File: src/rtl/arbitro_contador.sv
// Round-robin arbiter and sequencer for a shared saturating occupancy counter.
// Each arbitration slot grants at most one +1 or -1 request, then spends one
// cycle in ACK while the one-hot grant pulse is visible to the requesters.
module arbitro_contador #(
  parameter int WIDTH = 4,
  parameter int NREQ  = 4
) (
  input  logic             clk,
  input  logic             rst_n,
  input  logic [NREQ-1:0]  req_inc,
  input  logic [NREQ-1:0]  req_dec,
  output logic [NREQ-1:0]  gnt_inc,
  output logic [NREQ-1:0]  gnt_dec,
  output logic [WIDTH-1:0] cuenta,
  output logic             empty,
  output logic             full,
  output logic             ocupado
);

  localparam int PW = (NREQ > 1) ? $clog2(NREQ) : 1;

  typedef enum logic {ARB, ACK} state_t;

  state_t           state, state_nxt;
  logic [PW-1:0]    ptr_inc, ptr_dec, ptr_inc_nxt, ptr_dec_nxt;
  logic             pref, pref_nxt;
  logic [WIDTH-1:0] cuenta_nxt;
  logic [NREQ-1:0]  gnt_inc_nxt, gnt_dec_nxt;
  logic             inc_ok, dec_ok, pick_inc;
  logic [PW-1:0]    win_inc, win_dec;

  assign empty   = (cuenta == '0);
  assign full    = &cuenta;
  assign ocupado = (state == ACK);

  // First set request at or above ptr, wrapping at NREQ (not at 2**PW).
  function automatic logic [PW-1:0] rr_pick(input logic [NREQ-1:0] req,
                                            input logic [PW-1:0]   ptr);
    int unsigned   idx;
    logic [PW-1:0] idx_pw;
    logic          found;
    rr_pick = ptr;
    found   = 1'b0;
    for (int unsigned k = 0; k < NREQ; k++) begin
      idx = k + int'(unsigned'(ptr));
      if (idx >= NREQ) idx = idx - NREQ;
      idx_pw = PW'(idx);
      if (!found && req[idx_pw]) begin
        rr_pick = idx_pw;
        found   = 1'b1;
      end
    end
  endfunction

  // Pointer successor, modulo NREQ.
  function automatic logic [PW-1:0] rr_next(input logic [PW-1:0] w);
    int unsigned n;
    n = int'(unsigned'(w)) + 1;
    if (n >= NREQ) n = 0;
    return PW'(n);
  endfunction

  // Next-state, arbitration and counter update.
  always_comb begin
    state_nxt   = state;
    cuenta_nxt  = cuenta;
    ptr_inc_nxt = ptr_inc;
    ptr_dec_nxt = ptr_dec;
    pref_nxt    = pref;
    gnt_inc_nxt = '0;
    gnt_dec_nxt = '0;
    inc_ok      = (|req_inc) && !full;
    dec_ok      = (|req_dec) && !empty;
    pick_inc    = inc_ok && (!dec_ok || !pref);
    win_inc     = rr_pick(req_inc, ptr_inc);
    win_dec     = rr_pick(req_dec, ptr_dec);
    case (state)
      ARB: begin
        if (inc_ok || dec_ok) begin
          state_nxt = ACK;
          if (inc_ok && dec_ok) pref_nxt = !pref;
          if (pick_inc) begin
            gnt_inc_nxt = NREQ'(1) << win_inc;
            cuenta_nxt  = cuenta + WIDTH'(1);
            ptr_inc_nxt = rr_next(win_inc);
          end else begin
            gnt_dec_nxt = NREQ'(1) << win_dec;
            cuenta_nxt  = cuenta - WIDTH'(1);
            ptr_dec_nxt = rr_next(win_dec);
          end
        end
      end
      ACK: state_nxt = ARB;
      default: state_nxt = ARB;
    endcase
  end

  // State, counter, pointers and registered grant pulses.
  always_ff @(posedge clk or negedge rst_n) begin
    if (!rst_n) begin
      state   <= ARB;
      cuenta  <= '0;
      ptr_inc <= '0;
      ptr_dec <= '0;
      pref    <= 1'b0;
      gnt_inc <= '0;
      gnt_dec <= '0;
    end else begin
      state   <= state_nxt;
      cuenta  <= cuenta_nxt;
      ptr_inc <= ptr_inc_nxt;
      ptr_dec <= ptr_dec_nxt;
      pref    <= pref_nxt;
      gnt_inc <= gnt_inc_nxt;
      gnt_dec <= gnt_dec_nxt;
    end
  end

endmodule

File: config.mk
export PLATFORM = sky130hd
export DESIGN_NAME = arbitro_contador
export DESIGN_NICKNAME = d
export VERILOG_FILES = /design/src/rtl/arbitro_contador.sv
export SDC_FILE = /design/constraint.sdc
export NUM_CORES = 1
export LEC_CHECK = 0
export CAP_MARGIN = 30
export CORE_MARGIN = 1
export CORE_UTILIZATION = 48
export CTS_CLUSTER_DIAMETER = 40
export CTS_CLUSTER_SIZE = 10
export DETAILED_ROUTE_END_ITERATION = 16
export GPL_ROUTABILITY_DRIVEN = 0
export GPL_TIMING_DRIVEN = 0
export PLACE_DENSITY = 0.86
export SLEW_MARGIN = 20
export SYNTH_ARGS = -nofsm -noshare
export SYNTH_HDL_FRONTEND = slang
export SYNTH_SLANG_ARGS = --single-unit
export TNS_END_PERCENT = 10
File: constraint.sdc
create_clock -name clk -period 2.75 [get_ports clk]
set_input_delay 0.825 -clock clk [delete_from_list [all_inputs] [get_ports clk]]
set_output_delay 0.825 -clock clk [all_outputs]
set_load 0.01 [all_outputs]
# After elaboration in Yosys (flattened, before gate mapping)
# Index checks and enable logic that the tools add are counted.
# Widths: inputs -> output; s select.
# word_totals
register_bits	18
inputBits	10
out_inout_bits	15
wordCells	126
# op_classes
addsub	18
n_lt_le_gt_ge	18
shifts	2
n_mux	49
bitwise	2
n_reduce_logical	30
# op_table
cell	n
$mux 2	18
$mux 4	7
$ge 3x3->1 const B	8
$lt 2x3->1 const B	8
$bmux 1 s2	8
$sub 2x1->2 const B	8
$mux 1	15
$add 2x2->3 const A	4
$logic_and 1x1->1	10
$logic_not 1->1	10
$reduce_and 3->1	3
$reduce_or 4->1	2
$shl 1x2->4 const A	2
$add 1x2->3 const A	2
$add 2x1->3 const B	2
$ge 2x3->1 const B	2
$add 4x1->4 const B	1
$logic_not 4->1	1
$reduce_and 4->1	1
$sub 4x1->4 const B	1
$logic_or 1x1->1	2
$not 1->1	2
$pmux 1 s2	1
$reduce_and 2->1	1

# Logic depth before layout (Yosys ltp)
# logic_depth
depth_word	18
ltp_mapped	9
mapped_depth_nobuf	9

# Worst setup path before layout
# OpenSTA, ideal clock, no wires.
# synth_path
path_type	input to register
startpoint	input port req_dec[1]
endpoint	register cuenta[3]
setup_time_ps	127
t_arrival_ps	2659
required_ps	2623
slack_ps	-36
path_stages	8
path_buffers	0
cell_sequence	or4_4 and3_4 nor2_1 inv_1 ha_1 a311o_1 o221a_2 xor2_1
# synth_between
elab_chain_cells	6
elab_cells_between_ends	8
classes_between	mux (1); reduce/logical (7)
# synth_rtl
item	line_no	source
start, declared	11	input logic [NREQ-1:0] req_dec,
$reduce_or 4->1 (*)	73	dec_ok = (|req_dec) && !empty;
$logic_and 1x1->1 (*)	73	
$logic_not 1->1	74	pick_inc = inc_ok && (!dec_ok || !pref);
$logic_or 1x1->1	74	
$logic_and 1x1->1	74	
$mux 4	82	if (pick_inc) begin
end signal, assigned	110	cuenta <= cuenta_nxt;
end, declared	14	output logic [WIDTH-1:0] cuenta,
# Mark *: on every way between the ends. The rest lies on a longest branch, timed or not.
# A chain may end at the register's enable or synchronous reset.

# Worst setup path in the final report
# layout_path
startpoint	input port req_dec[1]
endpoint	register cuenta[2]
# Same word-level chain as after synthesis.

==> flow_summary.json <==
{
  "end_kind": "register",
  "post_synthesis_async_set_or_reset_flop_share_pct": 100,
  "tritoncts": "yes",
  "antenna_violating_nets_post_route": 0,
  "synth.net_count": 128,
  "drt-vias-per-instance": 5.48,
  "path_max_fanout": 6,
  "grt_pass1_wl_mm": 3.72,
  "die_w_um": 49.1,
  "grt_max_degree": 19,
  "syn_std_cell_area_sq_um": 1070,
  "antenna_cells": 0,
  "power_density_nw_per_um2": 1070,
  "clkTransAtPathRegs_ns": 0.11,
  "ff2ff_setup_slack_ns": 0.33,
  "power.switching_fraction_pct": 39.6,
  "power.share.clock_pct": 10.9,
  "synth_enable_flop_cells": 0,
  "final_nets": 159,
  "max_slew.worst_pin.slew_ns": 0.802,
  "max-slew-margin-rel_pct": 46.3,
  "clock_latency_of_the_later_clocked_register_in_the_worst_skew_pair_ns": 0.29,
  "layout-drive-gt1-share_pct": 17.4,
  "hold_path.class": "register to register",
  "drc": 0,
  "initialDrtViolationCount": 15,
  "fin_worst_skew_ns": 0.00662,
  "final_hold_viol_count": 0,
  "numPortBuffers": 24,
  "ctsRootBufferMaster": "clkbuf_4",
  "fin_util_pct": 69.9,
  "post_drt_wl_per_cell_um": 13.4,
  "worst_ep_required_time_ns": 2.93,
  "clockBufferDepth": 2,
  "post_cts_hold_buffer_count": 0,
  "p_int_mw": 0.910,
  "total_routed_wirelength_mm": 2.22,
  "grt_antenna_before_repair": 0,
  "power.share.combinational_pct": 55.6,
  "dr_total_vias": 904,
  "cts.sink_count": 18,
  "start_kind": "primary input",
  "final_min_period_over_clock_period_pct": 98.8,
  "combined_area_of_the_multi_input_logic_cells_sq_um": 591,
  "avgSynthCellArea_sq_um": 9.87,
  "worst_ir_drop_vdd_mv": 0.755,
  "fillCellCount": 158,
  "boundary_pin_count": 25,
  "result_of_the_run": "finished, final reports clean",
  "grt_setup_unrepaired": "true",
  "slew_violations": 0,
  "critPathArrivalTime_ns": 2.90,
  "num_rows": 16,
  "leakagePower_nw": 0.703,
  "max_freq_mhz": 368,
  "cts_inserted_buffers": 3,
  "setup_viol": 0,
  "grt_overflow_total": 0,
  "area_growth_pct": 32.5,
  "synth.yosys.seq_area_share_pct": 42.3,
  "floorplan.initialDensity_pct": 52.7,
  "area_taken_by_flip_flops_and_latches_sq_um": 453,
  "htreeDepth": 1,
  "synth_cell_types": 28,
  "fp.dieH_um": 49.1,
  "die_outline_area_sq_um": 2410,
  "yosysWarnings": 0,
  "layout_min_cycle_time_ns": 2.72,
  "pre_repair_dr_iteration_count": 4,
  "drv.max_cap_violation_count": 0,
  "via_count_of_the_first_global_routing_pass": 923,
  "timing_worst_setup_path_type": "primary input to register",
  "dominant_register_cell_in_the_synthesized_netlist": "dfrtp_1",
  "final.hold.worst_slack_ns": 0.508,
  "placeableCoreArea_sq_um": 2020,
  "seq_power_share_pct": 33.5,
  "dp.final_hpwl_mm": 1.67,
  "power_switching_mw": 0.595,
  "synthCells": 108,
  "synth.ff_latch_count": 18,
  "total_routing_usage_reported_by_global_routing_pct": 20.0
}
## worst max-delay path, stage by stage
cell,delay (ns)
clkdlybuf4s15_2,0.22
or4_4,0.56
and3_4,0.21
nor2_2,0.14
inv_2,0.06
nor2_1,0.08
nor2_1,0.05
ha_1,0.18
or3_1,0.34
a31o_1,0.22
## logic make-up (layout without fill, tap and decap cells)
logic type | Yosys count | in the layout | synth area share, %
adders and majority gates | 10 | 10 | 11.7
muxes | 3 | 3 | 3.17
xor gates and xnor gates | 3 | 3 | 2.47
AOI/OAI and AO/OA | 26 | 26 | 18.0
DFF | 18 | 18 | 42.3
buffers and inverters | 13 | 43 | 4.58
and+or+nand+nor | 35 | 35 | 17.8
## flip-flops by register name, indices dropped and copies added, names as in the netlist
signal	count
cuenta	4
gnt_dec	4
gnt_inc	4
ocupado	1
pref	1
ptr_dec	2
ptr_inc	2
## placed cells by master (no fill, tap or decap), types with 3 or more instances in the layout
cell type,instances
a21oi_1,8
and2_1,8
clkbuf_4,3
clkdlybuf4s50_1,18
dfrtp_1,16
ha_1,9
inv_1,12
mux2_2,3
nand2_1,6
nor2_1,7
nor2b_1,3
nor3_1,3
o21ai_0,6
xor2_1,3
## synthesized netlist by cell type, types with 2 or more instances
| library cell | n | area (sq um) |
|---|---|---|
| o21ai_0 | 6 | 30.0 |
| xor2_1 | 3 | 26.3 |
| inv_1 | 13 | 48.8 |
| o221ai_1 | 2 | 17.5 |
| nor3_1 | 4 | 20.0 |
| dfrtp_1 | 18 | 450 |
| o21a_1 | 2 | 15.0 |
| nor2b_1 | 3 | 18.8 |
| ha_1 | 10 | 125 |
| mux2_2 | 3 | 33.8 |
| nand2_1 | 6 | 22.5 |
| a21oi_1 | 8 | 40.0 |
| nor2_1 | 8 | 30.0 |
| and2_1 | 8 | 50.1 |
## final timing paths
| kind | startpoint | end | depth (start not counted) |
|---|---|---|---|
| setup / recovery | req_dec[1] | cuenta[2] | 10 |
| hold / removal | pref | pref | 1 |
| setup reg to reg | cuenta[2] | cuenta[2] | 9 |
| hold reg to reg | pref | pref | 1 |
| max in group asynchronous | rst_n | cuenta[2] | 1 |
| min in group asynchronous | rst_n | gnt_inc[2] | 1 |
## through the flow
step / setup TNS (ns) / total power, mW / instance area, sq um / setup slack (ns) / instances
after floorplan: 0 / 0.994 / 1080 / 0.0543 / 108
after global placement: -2.41 / 1.25 / 1360 / -0.513 / 159
after detailed placement: -3.14 / 1.32 / 1360 / -0.603 / 159
after CTS: 0 / 1.51 / 1410 / 0.00338 / 165
after global routing: -0.0176 / 1.63 / 1410 / -0.0176 / 165
final: 0 / 1.51 / 1410 / 0.0319 / 165
## power by group through the flow
stage               logic [mW]  clock network [mW]  registers [mW]
floorplan                0.475                   0           0.519
global placement         0.760                   0           0.494
detailed placement       0.819                   0           0.503
CTS                      0.838               0.169           0.504
global route             0.926               0.179           0.529
finish                   0.836               0.164           0.505
## cell type report
| cell class | instances | area share [%] |
|---|---|---|
| Clock buffer | 4 | 2.57 |
| Inverter | 13 | 3.45 |
| Multi-Input combinational cell | 77 | 41.8 |
| Sequential cell | 18 | 32.1 |
| Tap cell | 27 | 2.39 |
| Timing Repair Buffer | 26 | 17.7 |
## per-layer routing
metal | part of all wire (%) | vias up | GRT usage [%]
li1 | - | 436 | -
met1 | 40 | 426 | 20.6
met2 | 53 | 36 | 37.4
met3 | 5.1 | 6 | 3.43
met4 | 2.1 | 0 | 11.3
met5 | 0 | - | 0
## what timing repair did
item	CTS	global route
setup endpoints to repair	4	5
setup buffers	2	0
gates resized for setup	10	7
pin swaps	1	2
cloned	0	0
No activity file was read; power rests on OpenSTA's default activity.
==> RTL edit 1, RTL diff (same settings) <==
Change the parameter `WIDTH` from 4 to 6.
--- a/src/rtl/arbitro_contador.sv
+++ b/src/rtl/arbitro_contador.sv
@@ -2,7 +2,7 @@
 // Each arbitration slot grants at most one +1 or -1 request, then spends one
 // cycle in ACK while the one-hot grant pulse is visible to the requesters.
 module arbitro_contador #(
-  parameter int WIDTH = 4,
+  parameter int WIDTH = 6,
   parameter int NREQ  = 4
 ) (
   input  logic             clk,
Ports: changed (resized cuenta); port bits go from 25 to 27. The function was not compared with the original's and may differ.
==> RTL edit 1 against the original RTL <==
Total power increased by 22%. First-iteration DRC count fell by 33%. Combinational power up 35%. Worst setup slack improved by 0.067 ns. Final area is 20% higher. Wire length grew 18%. Hold slack gained 0.086 ns. Global-route usage is 0.43 points higher. Synthesized area up 23%. Sequential cell count increased by 2. Synthesized cell count up 19%. Via count rose by 13%. Sequential power increased by 12%. Largest cell class unchanged.
==> RTL edit 1: results (changes against the original RTL) <==
slowest cell on the critical path nor4_4 (was or4_4); Via Count 1017 (was 904); syn nets 149 (was 128); Mean Syn Cell Area 10.1 µm² (was 9.87 µm²); Post-CTS Setup Repair Bufs 3 (was 2); clock skew 0.00968 ns (was 0.00662 ns); Final Cycle Share 0.964 (was 0.988); Max FO, Critical Path 4 (was 6); Synth area leaders dfrtp_1, ha_1, and2_1 (unchanged); Final nets 185 (was 159); Max VDD drop 771 µV (was 755 µV); share of layout cells above drive strength 1 0.184 (was 0.174); metal3 WL 59 µm (was 113 µm); post-synth cell types 40 (was 28); setup slack, reg-to-reg 0.46 ns (was 0.33 ns); status completed (unchanged); biggest cell delay along the critical path 0.40 ns (was 0.56 ns); first-pass GRT wire length 4200 µm (was 3720 µm); wire length per cell 13.5 µm (was 13.4 µm); M1 GR Usage 0.241 (was 0.206); pre-CTS WS -0.642 ns (was -0.603 ns); HPWL Detailed 1990 µm (was 1670 µm); Inst Count DP 185 (was 159); Post-Route WL 2610 µm (was 2220 µm); initial drt markers 10 (was 15); metal2 WL 1400 µm (was 1180 µm); Metal-1 WL 1100 µm (was 877 µm); PortBufs 26 (was 24); Hold Slack 0.594 ns (was 0.508 ns); Leakage Power 0.772 nW (was 0.703 nW); cts repair resizes 7 (was 10); largest net degree at the start of global routing 21 (was 19); Slew @ Worst Pin 0.361 ns (was 0.802 ns)
-- RTL edit 1: cell count changes in the layout (fill, tap and decap cells not counted), moves of 3 or more --
cell,unedited run,this run
xnor2_1,0,6
dfrtp_1,16,20
dlygate4sd2_1,1,5
nor2_1,7,11
mux2_2,3,0
nor3_4,0,3
-- RTL edit 1: cell type report --
cell class | instances | area [µm²] | share of cell area
timing repair buffer | 31 | 297 | 0.175
sequential | 20 | 500 | 0.295
inverter | 12 | 45.0 | 0.0266
buffer | 1 | 5.00 | 0.00295
clock buffer | 3 | 22.5 | 0.0133
multi-input combinational | 96 | 787 | 0.465
tap | 30 | 37.5 | 0.0222
-- RTL edit 1: power by group through the flow --
stage | Combinational, mW | Sequential (mW) | Clock [mW]
2_1_floorplan | 0.723 | 0.557 | 0
3_3_place_gp | 0.997 | 0.544 | 0
3_5_place_dp | 1.06 | 0.551 | 0
4_1_cts | 1.07 | 0.548 | 0.139
5_1_grt | 1.25 | 0.585 | 0.157
6_report | 1.13 | 0.566 | 0.137
-- RTL edit 1: worst paths after layout --
check                            from         end  depth (start not counted)
min in group asynchronous       rst_n   cuenta[0]                          1
min                        ptr_dec[1]  ptr_dec[1]                          1
max                        req_dec[2]   cuenta[5]                         11
min reg2reg                ptr_dec[1]  ptr_dec[1]                          1
max reg2reg                 cuenta[1]   cuenta[5]                         11
max in group asynchronous       rst_n  ptr_dec[1]                          2
-- RTL edit 1: logic make-up (layout without fill, tap and decap cells) --
family | count (synthesis) | count (layout) | share of synthesized area
compound gates | 28 | 28 | 0.168
xor+xnor | 7 | 7 | 0.0469
fa+ha+maj | 10 | 10 | 0.0957
buf+inv | 13 | 47 | 0.0383
flops | 20 | 20 | 0.383
mux | 4 | 4 | 0.0354
simple gates | 47 | 47 | 0.233
==> RTL edit 2, RTL diff (same settings) <==
Without the edit above. Reset style: synchronous (`rst_n`), changed in one clocked block.
--- a/src/rtl/arbitro_contador.sv
+++ b/src/rtl/arbitro_contador.sv
@@ -96,7 +96,7 @@
   end
 
   // State, counter, pointers and registered grant pulses.
-  always_ff @(posedge clk or negedge rst_n) begin
+  always_ff @(posedge clk) begin
     if (!rst_n) begin
       state   <= ARB;
       cuenta  <= '0;
Behaviour: differs if rst_n is asserted again (counterexample within 4 cycles, from zero or initial values and one cycle with rst_n low); with rst_n held inactive, the same outputs for 10 cycles.
==> RTL edit 2 against the original RTL <==
Sequential cell count is the same. Fmax grew 1.4%. Worst setup slack gained 0.038 ns. Wire length shrank 10%. Global-route usage grew 0.13 points. Synthesized area shrank 13%. Clock power shrank 2%. Utilization grew 2.1 points. Clock skew shrank 0.0054 ns. Total power shrank 28%. Register-to-register slack gained 0.13 ns. Via count shrank 3.1%. Final area shrank 10%. Critical path type is now reg2out. Largest power group unchanged.
==> RTL edit 2: results (changes against the original RTL) <==
status completed (unchanged); vias in the first global route 783 (was 923); Clk Latency, worst-skew pair 0.29 ns (about the same); TritonRoute pass-1 iters 4 (unchanged); Post-CTS Setup Repair Bufs 0 (was 2); first-pass GRT wire length 3150 µm (was 3720 µm); Max FO, Critical Path 5 (was 6); Final nets 153 (was 159); P_int 0.687 mW (was 0.910 mW); Leakage Power 0.533 nW (was 0.703 nW); Regs by FF count cuenta: 4 flops, gnt_dec: 4 flops, gnt_inc: 4 flops (unchanged); DP Area 0.00120 mm² (was 0.00136 mm²); Syn. warnings 0 (unchanged); slowest cell on the critical path or4_4 (unchanged); Tot Pwr 1.09 mW (was 1.51 mW); cts repair resizes 9 (was 10); syn nets 121 (was 128); initial drt markers 15 (unchanged); Inserted Diodes 0 (unchanged); Synth area leaders dfxtp_1, nor2_1, mux2i_1 (was dfrtp_1, ha_1, and2_1); Seq pwr share 0.365 (was 0.335); PortBufs 24 (unchanged); top_reg_cell synth dfxtp_1 (was dfrtp_1); worst hold stages 2 (was 1); cts bufs inserted 3 (unchanged); Max VDD drop 611 µV (was 755 µV); GRT Overall Usage 0.201 (was 0.200); worst hold path type reg2reg (unchanged); CP delay by family, top buffers and inverters (was simple AND/OR/NAND/NOR gates); Slew @ Worst Pin 0.817 ns (was 0.802 ns); via density per instance 5.34 (was 5.48); Post-synth top cells nor2_1, dfxtp_1, a21oi_1, o21ai_0 (was dfrtp_1, inv_1, ha_1); M1 GR Usage 0.241 (was 0.206); clock slew at reported path FFs 0.10 ns; CP Data Arrival Time 1.85 ns (was 2.90 ns); HPWL Detailed 1430 µm (was 1670 µm); antenna violations before repair 0 (unchanged); Post-Route WL 1990 µm (was 2220 µm); sequential area share after synthesis 0.387 (was 0.423); final slew viol count 0 (unchanged); # fillers 141 (was 158); met3 capacity usage during global routing 0.0510 (was 0.0343); pre-CTS WS -0.658 ns (was -0.603 ns); share of layout cells above drive strength 1 0.144 (was 0.174); CTS Buffer Depth 2 (unchanged); Async SR Flop Fraction 0 (was 1.00); met2 global-route usage 0.355 (was 0.374); clock skew 0.00117 ns (was 0.00662 ns); biggest cell delay along the critical path 0.58 ns (was 0.56 ns); Comb power 0.530 mW (was 0.836 mW); CTS root buffer clkbuf_4 (unchanged); Worst R2R Path Depth 9 (unchanged); H-tree depth 1 (unchanged); largest net degree at the start of global routing 11 (was 19); post-synth cell types 30 (was 28)
-- RTL edit 2: per-layer routing --
layer	routed length (µm)	vias up
li1	-	441
met1	908	415
met3	71	2
met2	992	18
met5	0	-
met4	14	0
-- RTL edit 2: through the flow --
| step | std cells | hold WS, ns | util |
|---|---|---|---|
| 2_1_floorplan | 108 | 0.507 | - |
| 5_1_grt | 164 | 0.549 | 0.719 |
| 4_1_cts | 161 | 0.524 | 0.708 |
| 6_report | 164 | 0.519 | 0.719 |
| 3_3_place_gp | 157 | 0.498 | 0.682 |
| 3_5_place_dp | 157 | 0.506 | 0.682 |
-- RTL edit 2: final timing paths --
check / slack, ns / end / from
worst max register to register: 0.46 / cuenta[3] / cuenta[2]
worst max-delay path: 0.07 / empty / cuenta[2]
worst min-delay path: 0.52 / cuenta[3] / cuenta[3]
worst min register to register: 0.52 / cuenta[3] / cuenta[3]
-- RTL edit 2: cells by family (layout without fill, tap and decap cells) --
family,after synthesis,after routing,synth area share
AO/OA/AOI/OAI,25,25,0.172
XOR/XNOR,5,5,0.0470
adder cells (fa/ha/maj),3,3,0.0483
buffers and inverters,6,37,0.0242
flip-flops,18,18,0.387
multiplexers,4,4,0.0430
AND/OR/NAND/NOR,47,47,0.279
-- RTL edit 2: layout make-up --
class                   count  share of cell area
clock buffers               4              0.0286
inverters                   6              0.0178
multi-input cells          84               0.450
well taps                  25              0.0247
flip-flops and latches     18               0.285
repair buffers             27               0.194
-- RTL edit 2: worst reg2reg max path, delay by kind of cell, from the launching register on --
family / cells / cell delay (ns)
AO/OA/AOI/OAI: 4 / 0.61
adder cells (fa/ha/maj): 1 / 0.28
flip-flops: 1 / 0.36
multiplexers: 1 / 0.15
AND/OR/NAND/NOR: 3 / 0.79
